<file path="src/rtl/ti_pkg.sv">
// ti_pkg: shared constants, state encoding and LFSR helper for the TI masking blocks
package ti_pkg;
    localparam int SHARE_W   = 8;
    localparam int N_SHARES  = 3;
    localparam int N_RAND    = 2;
    localparam int FRAME_LEN = 5;
    localparam logic [31:0] DEF_SEED = 32'hACE1_2468;
    localparam logic [31:0] DEF_POLY = 32'h8020_0003;
    typedef enum logic [1:0] {IDLE, RAND, EMIT, GAP} state_t;
    function automatic logic [31:0] lfsr_adv8(input logic [31:0] s, input logic [31:0] poly);
        logic [31:0] v;
        v = s;
        for (int i = 0; i < 8; i++) v = v[0] ? ((v >> 1) ^ poly) : (v >> 1);
        return v;
    endfunction
endpackage

</file>
<file path="src/rtl/ti_lfsr8.sv">
// ti_lfsr8: 32-bit Galois LFSR advancing a full byte per enabled cycle, with zero-safe reseed
module ti_lfsr8
    import ti_pkg::*;
#(
    parameter logic [31:0] SEED = DEF_SEED,
    parameter logic [31:0] POLY = DEF_POLY
) (
    input  logic                 clk,
    input  logic                 reset,
    input  logic                 adv,
    input  logic                 ld,
    input  logic [31:0]          ld_val,
    output logic [SHARE_W-1:0]   s_lo
);
    logic [31:0] s_q, s_d;
    // Reseed wins over advance; an all-zero seed would lock the LFSR, so it maps to SEED
    always_comb s_d = ld ? ((ld_val == '0) ? SEED : ld_val) : adv ? lfsr_adv8(s_q, POLY) : s_q;
    // State register
    always_ff @(posedge clk)
        if (reset) s_q <= SEED;
        else       s_q <= s_d;
    assign s_lo = s_q[SHARE_W-1:0];
endmodule

</file>
<file path="src/rtl/ti_share_gen.sv">
// ti_share_gen: splits a plaintext byte into three Boolean shares plus two random bytes for the serial TI S-box
module ti_share_gen
    import ti_pkg::*;
#(
    parameter logic [31:0] SEED = DEF_SEED,
    parameter logic [31:0] POLY = DEF_POLY
) (
    input  logic                 clk,
    input  logic                 reset,
    input  logic [SHARE_W-1:0]   pt_in,
    input  logic                 pt_valid,
    output logic                 pt_ready,
    input  logic                 seed_we,
    input  logic [31:0]          seed_in,
    output logic                 load_out,
    output logic [SHARE_W-1:0]   byte_out,
    output logic                 busy,
    output logic                 frame_done
);
    state_t state_q, state_d;
    logic [1:0] rcnt_q, rcnt_d;
    logic [2:0] ecnt_q, ecnt_d;
    logic [SHARE_W-1:0] pt_q, pt_d, m1_q, m1_d, m2_q, m2_d, r0_q, r0_d, r1_q, r1_d, byte_q, byte_d, rnd;
    logic load_q, load_d;
    ti_lfsr8 #(.SEED(SEED), .POLY(POLY)) u_lfsr (
        .clk    (clk),
        .reset  (reset),
        .adv    (state_q == RAND),
        .ld     (seed_we && state_q == IDLE),
        .ld_val (seed_in),
        .s_lo   (rnd)
    );
    // Frame sequencing: capture, draw four random bytes, stream five bytes, then one gap cycle
    always_comb begin
        state_d = state_q;
        rcnt_d  = rcnt_q;
        ecnt_d  = ecnt_q;
        pt_d    = pt_q;
        m1_d    = m1_q;
        m2_d    = m2_q;
        r0_d    = r0_q;
        r1_d    = r1_q;
        byte_d  = byte_q;
        load_d  = load_q;
        case (state_q)
            IDLE: if (pt_valid) begin
                pt_d    = pt_in;
                rcnt_d  = '0;
                state_d = RAND;
            end
            RAND: begin
                rcnt_d = rcnt_q + 2'd1;
                m1_d   = (rcnt_q == 2'd0) ? rnd : m1_q;
                m2_d   = (rcnt_q == 2'd1) ? rnd : m2_q;
                r0_d   = (rcnt_q == 2'd2) ? rnd : r0_q;
                r1_d   = (rcnt_q == 2'd3) ? rnd : r1_q;
                if (rcnt_q == 2'd3) begin
                    state_d = EMIT;
                    ecnt_d  = '0;
                    load_d  = 1'b1;
                    byte_d  = m1_q;
                end
            end
            EMIT: begin
                ecnt_d = ecnt_q + 3'd1;
                byte_d = (ecnt_q == 3'd0) ? m2_q :
                         (ecnt_q == 3'd1) ? (pt_q ^ m1_q ^ m2_q) :
                         (ecnt_q == 3'd2) ? r0_q :
                         (ecnt_q == 3'd3) ? r1_q : byte_q;
                if (ecnt_q == 3'd4) begin
                    state_d = GAP;
                    load_d  = 1'b0;
                    pt_d    = '0;
                end
            end
            default: state_d = IDLE;
        endcase
    end
    // Registers; reset aborts any frame in progress
    always_ff @(posedge clk)
        if (reset) begin
            state_q <= IDLE;
            rcnt_q  <= '0;
            ecnt_q  <= '0;
            pt_q    <= '0;
            m1_q    <= '0;
            m2_q    <= '0;
            r0_q    <= '0;
            r1_q    <= '0;
            byte_q  <= '0;
            load_q  <= 1'b0;
        end else begin
            state_q <= state_d;
            rcnt_q  <= rcnt_d;
            ecnt_q  <= ecnt_d;
            pt_q    <= pt_d;
            m1_q    <= m1_d;
            m2_q    <= m2_d;
            r0_q    <= r0_d;
            r1_q    <= r1_d;
            byte_q  <= byte_d;
            load_q  <= load_d;
        end
    assign pt_ready   = (state_q == IDLE);
    assign busy       = (state_q != IDLE);
    assign frame_done = (state_q == GAP);
    assign load_out   = load_q;
    assign byte_out   = byte_q;
endmodule

</file>
<file path="config.mk">
export PLATFORM = sky130hd
export DESIGN_NAME = ti_share_gen
export DESIGN_NICKNAME = d
export VERILOG_FILES = /design/src/rtl/ti_pkg.sv /design/src/rtl/ti_lfsr8.sv /design/src/rtl/ti_share_gen.sv
export SDC_FILE = /design/constraint.sdc
export NUM_CORES = 1
export LEC_CHECK = 0
export ABC_AREA = 1
export BUFFER_PORTS_ARGS = -buffer_cell sky130_fd_sc_hd__buf_2
export CAP_MARGIN = 0
export CORE_MARGIN = 2
export CORE_UTILIZATION = 45
export CTS_BUF_LIST = sky130_fd_sc_hd__clkbuf_2 sky130_fd_sc_hd__clkbuf_4 sky130_fd_sc_hd__clkbuf_8
export DETAILED_ROUTE_END_ITERATION = 6
export GPL_TIMING_DRIVEN = 0
export PLACE_DENSITY = 0.67
export SYNTH_ARGS = -nofsm -noshare
export SYNTH_HDL_FRONTEND = slang
export SYNTH_SLANG_ARGS = --single-unit
</file>
<file path="constraint.sdc">
create_clock -name clk -period 2 [get_ports clk]
set_clock_uncertainty 0.05 [all_clocks]
set_input_delay 0.3 -clock clk [delete_from_list [all_inputs] [get_ports clk]]
set_output_delay 0.3 -clock clk [all_outputs]
set_load 0.01 [all_outputs]
</file>
* Word-level counts from Yosys, hierarchy flattened
Cells that the tools add are included.
** Operators by class
- Order comparisons :: 0
- Multiply operators :: 0
- Multiplexer cells :: 31
- Reductions and logical operators :: 20
- Bitwise logic cells :: 10
- Shift-type cells :: 0
- Divide/modulo/power cells :: 0
- Add/sub/neg operators :: 2
- Equality and inequality tests :: 14
** Operators by type and width (count)
- two-way mux 32 bit :: 11
- two-way mux 8 bit :: 7
- logical NOT 32 bit :: 1
- NOT 3 -> 4 bit :: 8
- one-hot mux 8 bit (2 select lines) :: 2
- XOR 8 bit :: 2
- AND reduction 2 bit :: 6
- AND reduction 3 bit :: 4
- nonzero test 2 bit :: 5
- equality test 2 bit (second input constant) :: 4
- two-way mux 2 bit :: 4
- equality test 3 x 2 -> 1 bit (second input constant) :: 2
- inequality test 2 bit (second input constant) :: 3
- one-hot mux 2 bit (3 select lines) :: 1
- one-hot mux 3 bit (2 select lines) :: 1
- inequality test 5 bit (second input constant) :: 1
- equality test 2 x 1 -> 1 bit (second input constant) :: 2
- logical NOT 2 bit :: 2
- one-hot mux 2 bit (2 select lines) :: 1
- adder 3 x 1 -> 3 bit (second input constant) :: 1
- equality test 3 x 1 -> 1 bit (second input constant) :: 1
- equality test 3 bit (second input constant) :: 1
- logical NOT 3 bit :: 1
- two-way mux 3 bit :: 1
- other kinds (4) :: 5
** Word-level totals
- Bits in read-only memories :: 0
- Latch bits :: 0
- Memories kept :: 0
- Logic and storage cells :: 88
- Memory bits (writable) :: 0
- Register bits :: 88

* Depth between registers and ports, before layout
- Depth in word-level cells :: 18
- Gate-level depth with buffers :: 18
- Depth with buffers taken out :: 17

* Modules after synthesis
Synthesis repeated with hierarchy kept, for this count alone.
** Second synthesis, totals
- Cells, all modules :: 690
- Area total of the unflattened synthesis :: 4825.9 um^2
** Modules (own cells, without submodules)
- ti_share_gen :: area an instance 2950.3 um^2, times used 1, cells each 427
- ti_lfsr8 :: area an instance 1875.5 um^2, times used 1, cells each 263

* Worst setup path before layout
Ideal clock, no wire load.
- Path type :: reg-to-reg
- Start :: register state_q[0]
- End :: register u_lfsr.s_q[24]
- Data required time :: 1.831 ns
- Arrival time :: 1.809 ns
- Stages on the path, launching flop included :: 9
- Setup time :: 0.119 ns
- Clock period less this slack :: 1.978 ns
- Setup slack :: 0.022 ns
- Path buffers :: 1
- Path through :: dfxtp_1 > inv_1 > ha_1 > nand2_1 > inv_1 > nor2_1 > inv_1 > clkbuf_1 > o221a_2
** On the way
- Word-level cells in the longest chain between the ends :: 3
- Elaborated cells on any way between the ends :: 5
- Classes of those cells :: 1 x eq/ne; 1 x mux; 3 x reduce/logical
** RTL lines
- start: declaration :: RTL line ti_share_gen.sv:20 : state_t state_q, state_d;
- start signal: assignment :: RTL line ti_share_gen.sv:93 : state_q <= state_d;
- logical NOT 2 bit *
- via pt_ready :: RTL line ti_share_gen.sv:12 : output logic pt_ready,
- logical AND 1 bit * :: RTL line ti_share_gen.sv:29 : .ld (seed_we && state_q == IDLE),
- two-way mux 32 bit or nonzero test 2 bit (tied branches)
- end signal: assignment :: RTL line ti_lfsr8.sv:20 : if (reset) s_q <= SEED;
- end signal: assignment :: RTL line ti_lfsr8.sv:21 : else s_q <= s_d;
- end: declaration :: RTL line ti_lfsr8.sv:15 : logic [31:0] s_q, s_d;
Mark *: on every way through the listed nets, which the timed path passes. The rest lies on a longest branch.
A chain may end at the register's enable or synchronous reset.

* Worst setup path in the final report
- Start :: register u_lfsr.s_q[0]
- End :: register u_lfsr.s_q[1]
** On the way
- Word-level cells in the longest chain between the ends :: 13
- Elaborated cells on any way between the ends :: 16
- Classes of those cells :: 10 x mux; 6 x bitwise
** RTL lines
- two-way mux 32 bit * (2 in series) :: RTL line ti_pkg.sv:13 : for (int i = 0; i < 8; i++) v = v[0] ? ((v >> 1) ^ poly) : (v >> 1);
- NOT 3 -> 4 bit (no source line) or two-way mux 32 bit (tied branches)
- two-way mux 32 bit * (2 in series) :: RTL line ti_pkg.sv:13
- NOT 3 -> 4 bit (no source line) or two-way mux 32 bit (tied branches)
- two-way mux 32 bit * (2 in series) :: RTL line ti_pkg.sv:13
- NOT 3 -> 4 bit (no source line) or two-way mux 32 bit (tied branches)
- two-way mux 32 bit * (2 in series) :: RTL line ti_pkg.sv:13
- two-way mux 32 bit * (2 in series) :: RTL line ti_lfsr8.sv:17 : always_comb s_d = ld ? ((ld_val == '0) ? SEED : ld_val) : adv ? lfsr_adv8(s_q, POLY) : s_q;
Every way passes the cells marked *; elsewhere a longest branch is shown, timed or not. The select of a mux whose other input is x is not followed.

==> results.py <==
metrics = {
    "status": {
        "status": "finished clean",
    },
    "final_layout": {
        "diodes": 0,
        "drive_above_1_share": 0.246,
        "area_growth_pct": 19.1,
        "final_core_util": 0.552,
        "nets": 731,
    },
    "hold_path": {
        "min_path_type": "in -> reg",
        "worst_hold_path.num_cells": 3,
    },
    "global_routing": {
        "grt_first_pass_wirelength_um": 20800,
        "grt_usage": 0.238,
        "antenna_found_initial": 0,
        "grt-ovfl-total": 0,
        "grt_max_degree": 16,
        "grt_pass1_vias": 4272,
    },
    "drt": {
        "vias": 4426,
        "drt_iter0_markers": 267,
        "finalWirelength_um": 12600,
        "wl_per_cell_um": 15.6,
        "drc": 0,
        "antenna_left": 0,
        "first_pass_iters": 6,
        "viasPerCell": 5.46,
    },
    "yosys": {
        "synth_cells": 592,
        "syn-cell-area_um2": 4530,
        "synth_top_family_by_area": "compound AO/OA/AOI/OAI gates",
        "synth.mux.area_fraction": 0,
        "synth_ff_type": "dfxtp_1",
        "synthSimpleGateAreaFrac": 0.229,
        "synthAdderAreaFrac": 0.0387,
        "ys_types": 39,
        "ys_warn_count": 0,
        "synth_fp_nets": 650,
        "ys_seq_area_frac": 0.389,
        "synth-compound-area-share": 0.233,
        "post_synth_xor_area_fraction": 0.0406,
        "postSynthAreaPerCell_um2": 7.65,
        "synth-edff-count": 0,
        "ys_seq_elements": 88,
        "synthArstFlopShare": 0,
    },
    "critical_path": {
        "end_kind": "flip-flop",
        "path_class": "reg -> reg",
        "critPathBufInv": 2,
        "critPathMaxFanout": 8,
        "required_ns": 2.19,
        "critical_path.top_delay_family": "simple AND/OR/NAND/NOR gates",
        "start_kind": "flip-flop",
        "cp.arrival_ns": 2.10,
        "path_cells": "buf_6, inv_6, nand2_1, nand2_2, nand2_4, nand2_2, nand2_2, nand3_4, nand2_4, nand2_2, nand3_2, nand2_4, nor2_4, nand2_1, nand3_1, a21oi_1",
        "crit_cells": 16,
        "max_stage_delay_ns": 0.33,
        "path_common_cell": "nand2_2",
        "reg2regPathDepth": 16,
        "critical-path-slowest-cell": "dfxtp_1",
    },
    "clock_network": {
        "htreeDepth": 3,
        "cts.sinks": 88,
        "cts_root_buf": "clkbuf_8",
        "clock_latency_ns": 0.37,
        "clk_pin_slew_worst_paths_ns": 0.09,
        "numCtsBuffers": 9,
        "clockBufferDepth": 2,
        "cts_tree": "done",
    },
    "die": {
        "core_area_um2": 9770,
        "die_area_um2": 10900,
        "core.rowCount": 36,
        "die_w_um": 104,
        "ios": 56,
        "initial_utilization": 0.463,
        "fp.dieH_um": 104,
    },
    "run": {
        "cap_violations": 0,
    },
    "sta": {
        "fmax_ghz": 0.524,
        "worst_pin_slew_ns": 0.583,
        "maxSlewHeadroom": 0.612,
        "setup_slack_ns": 0.0905,
        "drv_slew": 0,
        "rsz0062_at_grt": "yes",
        "setup_viol": 0,
        "min_period_over_period": 0.955,
        "fin_crit_ns": 1.91,
        "final-hold-violation-count": 0,
    },
    "place": {
        "pre_cts_slack_ns": -0.538,
        "dp_hpwl_um": 9480,
        "port_buffers": 55,
        "place_congestion": 0.930,
    },
    "pwr": {
        "ir_worst_vdd_mv": 0.664,
        "power_density_nw_per_um2": 1500,
        "power.leakage_nw": 2.32,
    },
}
tightest hold or removal path, delay by kind of cell:
kind	cells	cell delay [ns]
buf+inv	1	0.09
simple gates	2	0.12
synth_stat cells (all sizes together), types with 3 or more instances:
cell type	count	area, µm²
nand4	5	31.3
buf	8	42.5
xnor2	3	26.3
inv	48	185
o211ai	3	27.5
a21oi	78	390
a221oi	3	26.3
a31oi	13	81.3
nand3	33	245
nor4	8	50.1
ha	14	175
o2111ai	3	26.3
or2	3	18.8
a211oi	5	37.5
nor2	46	180
o21ai	72	360
dfxtp	88	1760
xor2	18	158
clkbuf	21	78.8
o221ai	6	52.6
nand2	102	473
cell type report:
| type | instances | area, µm² |
|---|---|---|
| plain buffers | 29 | 153 |
| well taps | 133 | 166 |
| fillers | 944 | 4380 |
| multi-input cells | 425 | 2520 |
| clock inverters | 6 | 66.3 |
| repair buffers | 70 | 388 |
| inverters | 50 | 198 |
| clock buffers | 10 | 138 |
| flip-flops and latches | 88 | 1770 |
cell usage in the layout (no fill, tap or decap), types with 11 or more instances in the layout:
cell	count
nor2_1	43
a31oi_1	13
nand2_2	18
buf_2	57
nand2_1	76
buf_4	16
inv_1	37
a21oi_1	78
dfxtp_1	83
nand3_1	23
ha_1	11
xor2_1	18
clkbuf_1	13
o21ai_0	67
final timing paths:
kind / startpoint / to / slack [ns]
min reg2reg: u_lfsr.s_q[16] / u_lfsr.s_q[8] / 0.41
min: seed_in[11] / u_lfsr.s_q[11] / 0.13
max: u_lfsr.s_q[0] / u_lfsr.s_q[1] / 0.09
max reg2reg: u_lfsr.s_q[0] / u_lfsr.s_q[1] / 0.09
routing by layer:
metal | routed length (µm) | share of wire | up-vias | track usage
met3 | 826 | 0.065 | 28 | 0.0564
met2 | 6010 | 0.48 | 173 | 0.403
met4 | 377 | 0.030 | 0 | 0.0994
met1 | 5430 | 0.43 | 2028 | 0.289
met5 | 0 | 0 | - | 0
li1 | - | - | 2197 | -
stage by stage:
step	TNS (ns)	instances	power (W)	area (µm²)	hold slack [ns]
2_1_floorplan	0	592	0.00535	4530	0.340
3_3_place_gp	-13.05	780	0.00619	4970	0.395
5_1_grt	-0.0178	811	0.00867	5400	0.136
4_1_cts	0	802	0.00773	5270	0.113
3_5_place_dp	-14.40	780	0.00628	4970	0.397
6_report	0	811	0.00809	5400	0.129
where the power goes:
part | internal (W) | total [W] | leakage [nW] | switching [W]
clock network | 0.000613 | 0.00126 | 0.0949 | 0.000651
logic | 0.00164 | 0.00420 | 1.50 | 0.00256
registers | 0.00222 | 0.00263 | 0.722 | 0.000408
total | 0.00447 | 0.00809 | 2.32 | 0.00361
state kept, by name, summed over array words and instances (netlist names):
register    cells
byte_out        8
ecnt_q          3
load_out        1
m1_q            8
m2_q            8
pt_q            8
r0_q            8
r1_q            8
rcnt_q          2
state_q         2
u_lfsr.s_q     32
logic make-up after synthesis:
| group | Yosys count |
|---|---|
| xor gates and xnor gates | 21 |
| DFF | 88 |
| buffers and inverters | 79 |
| and+or+nand+nor | 201 |
| adders and majority gates | 14 |
| AOI/OAI and AO/OA | 189 |
timing repair:
action | CTS | global route
endpoints found under the hold margin | 0 | 0
gates resized for setup | 21 | 37
setup buffers | 6 | 9
hold buffers | 0 | 0
endpoints found under the setup margin | 50 | 49
pin swaps | 2 | 12
(Power assumes the default switching activity.)
